**config.mk**
```make
export PLATFORM = sky130hd
export DESIGN_NAME = lap_store
export DESIGN_NICKNAME = d
export VERILOG_FILES = /design/src/rtl/lap_store.sv
export SDC_FILE = /design/constraint.sdc
export NUM_CORES = 1
export LEC_CHECK = 0
export ABC_AREA = 1
export ABC_CLOCK_PERIOD_IN_PS = 3200
export CAP_MARGIN = 15
export CORE_MARGIN = 1.5
export CORE_UTILIZATION = 61
export CTS_BUF_LIST = sky130_fd_sc_hd__clkbuf_2 sky130_fd_sc_hd__clkbuf_4 sky130_fd_sc_hd__clkbuf_8
export DETAILED_ROUTE_END_ITERATION = 8
export PLACE_DENSITY = 0.86
export SLEW_MARGIN = 20
export SYNTH_ARGS = -nofsm -noshare
export SYNTH_HDL_FRONTEND = slang
export SYNTH_SLANG_ARGS = --single-unit
```
**constraint.sdc**
```tcl
create_clock -name clk -period 3.2 [get_ports clk]
set_input_delay 0.48 -clock clk [delete_from_list [all_inputs] [get_ports clk]]
set_output_delay 0.48 -clock clk [all_outputs]
set_load 0.005 [all_outputs]
```
**src/rtl/lap_store.sv**
```systemverilog
// lap_store: circular lap-record buffer with age-relative, one-cycle registered reads.
// Optional feature macro LAP_STORE_OVERWRITE_EN: a write while full replaces the oldest record.
module lap_store #(
  parameter int WIDTH  = 24,
  parameter int ADDR_W = 4
) (
  input  logic              clk,
  input  logic              rst,
  input  logic              clr,
  input  logic              wr_en,
  input  logic [WIDTH-1:0]  data_in,
  input  logic              rd_en,
  input  logic [ADDR_W-1:0] rd_index,
  output logic [WIDTH-1:0]  data_out,
  output logic              rd_valid,
  output logic [ADDR_W:0]   count,
  output logic              full,
  output logic              empty,
  output logic              overflow
);

  localparam int              DEPTH   = 2 ** ADDR_W;
  localparam logic [ADDR_W:0] DEPTH_C = (ADDR_W+1)'(DEPTH);
`ifdef LAP_STORE_OVERWRITE_EN
  localparam logic OVERWRITE_C = 1'b1;
`else
  localparam logic OVERWRITE_C = 1'b0;
`endif

  logic [WIDTH-1:0]  mem_q [DEPTH];
  logic [ADDR_W-1:0] wr_ptr_q,   wr_ptr_d;
  logic [ADDR_W-1:0] rd_base_q,  rd_base_d;
  logic [ADDR_W:0]   count_q,    count_d;
  logic              overflow_q, overflow_d;
  logic [WIDTH-1:0]  data_out_q, data_out_d;
  logic              rd_valid_q, rd_valid_d;
  logic              mem_we_s;
  logic              full_s;
  logic              empty_s;
  logic [ADDR_W-1:0] rd_addr_s;
  logic              rd_hit_s;

  assign full_s  = (count_q == DEPTH_C);
  assign empty_s = (count_q == '0);

  // Write-side next state: clear wins, then append, then full-buffer handling.
  always_comb begin
    wr_ptr_d   = wr_ptr_q;
    rd_base_d  = rd_base_q;
    count_d    = count_q;
    overflow_d = overflow_q;
    mem_we_s   = 1'b0;
    if (clr) begin
      wr_ptr_d   = '0;
      rd_base_d  = '0;
      count_d    = '0;
      overflow_d = 1'b0;
    end else if (wr_en) begin
      if (!full_s) begin
        mem_we_s = 1'b1;
        wr_ptr_d = wr_ptr_q + ADDR_W'(1);
        count_d  = count_q + (ADDR_W+1)'(1);
      end else begin
        overflow_d = 1'b1;
        if (OVERWRITE_C) begin
          // Oldest slot is the one wr_ptr points at; the window slides by one.
          mem_we_s  = 1'b1;
          wr_ptr_d  = wr_ptr_q + ADDR_W'(1);
          rd_base_d = rd_base_q + ADDR_W'(1);
        end else begin
          mem_we_s = 1'b0;
        end
      end
    end else begin
      mem_we_s = 1'b0;
    end
  end

  assign rd_addr_s = rd_base_q + rd_index;
  assign rd_hit_s  = ({1'b0, rd_index} < count_q);

  // Read-side next state, sampled from pre-write contents and count.
  always_comb begin
    data_out_d = data_out_q;
    rd_valid_d = 1'b0;
    if (clr) begin
      data_out_d = '0;
    end else if (rd_en) begin
      if (rd_hit_s) begin
        data_out_d = mem_q[rd_addr_s];
        rd_valid_d = 1'b1;
      end else begin
        data_out_d = '0;
      end
    end else begin
      data_out_d = data_out_q;
    end
  end

  // Control and read-data registers.
  always_ff @(posedge clk or posedge rst) begin
    if (rst) begin
      wr_ptr_q   <= '0;
      rd_base_q  <= '0;
      count_q    <= '0;
      overflow_q <= 1'b0;
      data_out_q <= '0;
      rd_valid_q <= 1'b0;
    end else begin
      wr_ptr_q   <= wr_ptr_d;
      rd_base_q  <= rd_base_d;
      count_q    <= count_d;
      overflow_q <= overflow_d;
      data_out_q <= data_out_d;
      rd_valid_q <= rd_valid_d;
    end
  end

  // Record storage; deliberately not reset, unreadable until written.
  always_ff @(posedge clk) begin
    if (mem_we_s && !rst) begin
      mem_q[wr_ptr_q] <= data_in;
    end
  end

  assign data_out = data_out_q;
  assign rd_valid = rd_valid_q;
  assign count    = count_q;
  assign full     = full_s;
  assign empty    = empty_s;
  assign overflow = overflow_q;

endmodule

```
==> results.md <==
* Clock share of power at 38.9%
* # rows at 60
* Startpoint types: flop
* Core Area at 27000 um^2
* Nets@finish at 1511
* Routed len/inst at 22.0 um
* WL final at 41000 um
* Post-synth top area share at 68.9%
* Root Driver: clkbuf_8
* Cell area power density at 578 nW/um^2
* Placed cell area at 17800 um^2
* Crit Path Category: flop to flop
* Slew @ Worst Pin at 0.858 ns
* Flop pwr share at 54.9%
* CTS Hold Buffers Added at 0
* Clock Path Buffers at 3
* Max Slew Vio Count at 0
* Peak supply drop at 0.000351 V
* Highest clock rate at 391 MHz
* Top-count cell post-synth: nand2_1
* Sw Pwr at 2.44 mW
* Clock sink count at 419
* Synth area leaders: edfxtp_1 69%, nand3_1 11%, nand2_1 10%
* Worst Path Arrival at 2.83 ns
* Seq cells post-synth at 419
* # setup viols final at 0
* Setup TNS at 0 ns
* DRC viols at 0
* Number of global-route vias before repair at 11.1k
* Seq/Total Area, Yosys at 74.1%
* Postcts setup bufs at 0
* All-layer global routing usage at 29.3%
* Tmin final at 2.56 ns
* Synth top cells by count: 452 x nand2_1, 384 x edfxtp_1, 370 x nand3_1, 51 x buf_2, 35 x dfrtp_1
* Die ar. at 28400 um^2
* Detailed placement HPWL at 23300 um
* Outcome: finished, final reports clean
* Starting DRC count in detailed routing at 1445
* Synth Instances at 1392
* Main synth FF type: edfxtp_1
* WP data required at 3.47 ns
* Slew headroom at 42.8%
* Int Pwr at 8.56 mW
* Final setup margin at 0.643 ns
* CP delay by family, top: simple AND/OR/NAND/NOR gates
* Starting Density at 62.1%
* Worst Path Buf+Inv at 2
* Critical Path End Type: flop
* Final Cell Area at 19000 um^2
* Max FO, Critical Path at 24
* Fillers at 1618
* Global route overflow at 0
* Via density at 6.11
* Endpoints failing hold at 0
* Num CTS Buffers at 61
* Cell mode on critical path: nand2_1
* Die Span X at 169 um
* CTS HTree Levels at 2
* ANT nets after route at 0
* DR pass1 iterations at 6
* Mean Syn Cell Area at 12.0 um^2
* Critical-path top delay cell: dfrtp_1
* Share of total power in combinational logic at 6.2%
* Die height at 169 um
* Ys async rst share at 8.35%
* Fin util at 70.7%
* Post-synth EDFFs at 384
* IO Port Bufs at 65
* Slowest stage delay, CP at 0.41 ns
* Switching share of total power at 22.2%
* YS warnings at 0
* Overall power at 11.0 mW
* Setup Skew at 0.0196 ns
* Synth unique cells at 21
* Maxcap violations at 0
* Clock slew seen by the registers of the worst setup and hold paths at 0.06 ns
* IO Pins at 66
* CTS tree: built
* Syn Nets at 1434
* Synthesized area at 16700 um^2
* Vias at 11.4k
* Cell taking the most area after synthesis: edfxtp_1
* Fraction of layout cells with a size suffix above 1 at 10.9%
* Placer congestion estimate at 0.917
* CTS resizes at 0
* Unrepaired setup endpoints after global routing: false
* Worst skew pair latency at 0.61 ns
* Worst Hold Class: primary input to asynchronous set/reset pin
* First-pass GRT wire length at 62000 um
* Pre-CTS setup slack at 0.571 ns
* Pleak at 6.98 nW
* Largest net degree at the start of global routing at 193
* Diodes inserted at 0
* Crit-path cells: inv_1 > ha_1 > nand4_1 > nand2_1 > nor3_2 > nand2_1 > nor2_4 > buf_4
* Area Overhead vs Synth at 13.8%
* Fin crit share at 79.9%
* Initial antenna violation count at 0
==> registers in the layout (all words and copies together) (netlist names) <==
signal	cells
count	5
data_out	24
rd_valid	1
overflow	1
mem_q	384
wr_ptr_q	4
==> layout make-up <==
cell class	instances	area, um^2	share of cell area, %
sequential	419	12400	65.1
multi-input combinational	873	3990	20.9
clock buffer	99	1150	6.04
timing repair buffer	96	911	4.78
tap	341	427	2.24
clock inverter	16	100	0.525
inverter	18	70.1	0.368
==> cells in the final DEF (no fill, tap or decap), types with 2 or more instances in the layout <==
cell type,instances
ha_1,9
a21oi_1,6
nand3_1,370
clkbuf_8,65
nor2_1,4
buf_4,30
nand2_1,452
clkinv_1,7
edfxtp_1,384
clkdlybuf4s50_1,62
buf_12,3
inv_1,13
inv_2,3
nand4_1,2
clkbuf_4,34
nor3_1,2
clkinv_2,8
nor2_4,17
o21ai_0,7
dfrtp_1,35
==> power by group through the flow <==
| stage | Sequential (mW) | Clock [mW] | Combinational (mW) |
|---|---|---|---|
| floorplan | 6.15 | 0 | 0.353 |
| global placement | 6.15 | 0 | 0.639 |
| detailed placement | 6.15 | 0 | 0.659 |
| CTS | 6.04 | 4.29 | 0.666 |
| global route | 6.04 | 4.51 | 0.727 |
| finish | 6.04 | 4.28 | 0.681 |
==> worst paths after layout <==
kind	startpoint	end	slack (ns)	depth (start not counted)
worst min register to register	data_out[4]$_DFFE_PP0P_	data_out[4]$_DFFE_PP0P_	0.49	2
worst min-delay path	rst	overflow$_DFFE_PP0P_	0.36	3
min in group clk	wr_en	overflow$_DFFE_PP0P_	0.47	3
worst max register to register	count[0]$_DFFE_PP0P_	mem_q[2][10]$_DFFE_PP_	0.64	8
max in group asynchronous	rst	data_out[19]$_DFFE_PP0P_	2.45	3
worst max-delay path	count[0]$_DFFE_PP0P_	mem_q[2][10]$_DFFE_PP_	0.64	8
==> worst register-to-register path: stages (launching register included) <==
cell     delay (ns)
dfrtp_1        0.41
inv_1          0.10
ha_1           0.22
nand4_1        0.11
nand2_1        0.16
nor3_2         0.32
nand2_1        0.36
nor2_4         0.17
buf_4          0.34
==> through the flow <==
step | hold WS [ns] | std cells
after floorplan | 0.473 | 1392
after global placement | 0.466 | 1747
after detailed placement | 0.470 | 1747
after CTS | 0.377 | 1862
after global routing | 0.443 | 1862
final | 0.357 | 1862
==> logic make-up (layout without fill, tap and decap cells) <==
family / after synthesis / count (layout) / synth area share, %
flops: 419 / 419 / 74.1
compound gates: 14 / 14 / 0.419
xor+xnor: 1 / 1 / 0.0523
buf+inv: 100 / 229 / 2.78
simple gates: 849 / 849 / 21.9
fa+ha+maj: 9 / 9 / 0.673
==> layer usage <==
metal  global-route usage [%]  part of all wire [%]  vias to the layer above
met2                     50.4                    51                      806
met1                     36.4                    35                     5372
met3                     4.51                    10                      125
li1                         -                     -                     5077
met5                        0                     0                        -
met4                     15.1                   4.3                        0
Note: power is estimated with default switching activity, not from simulation.
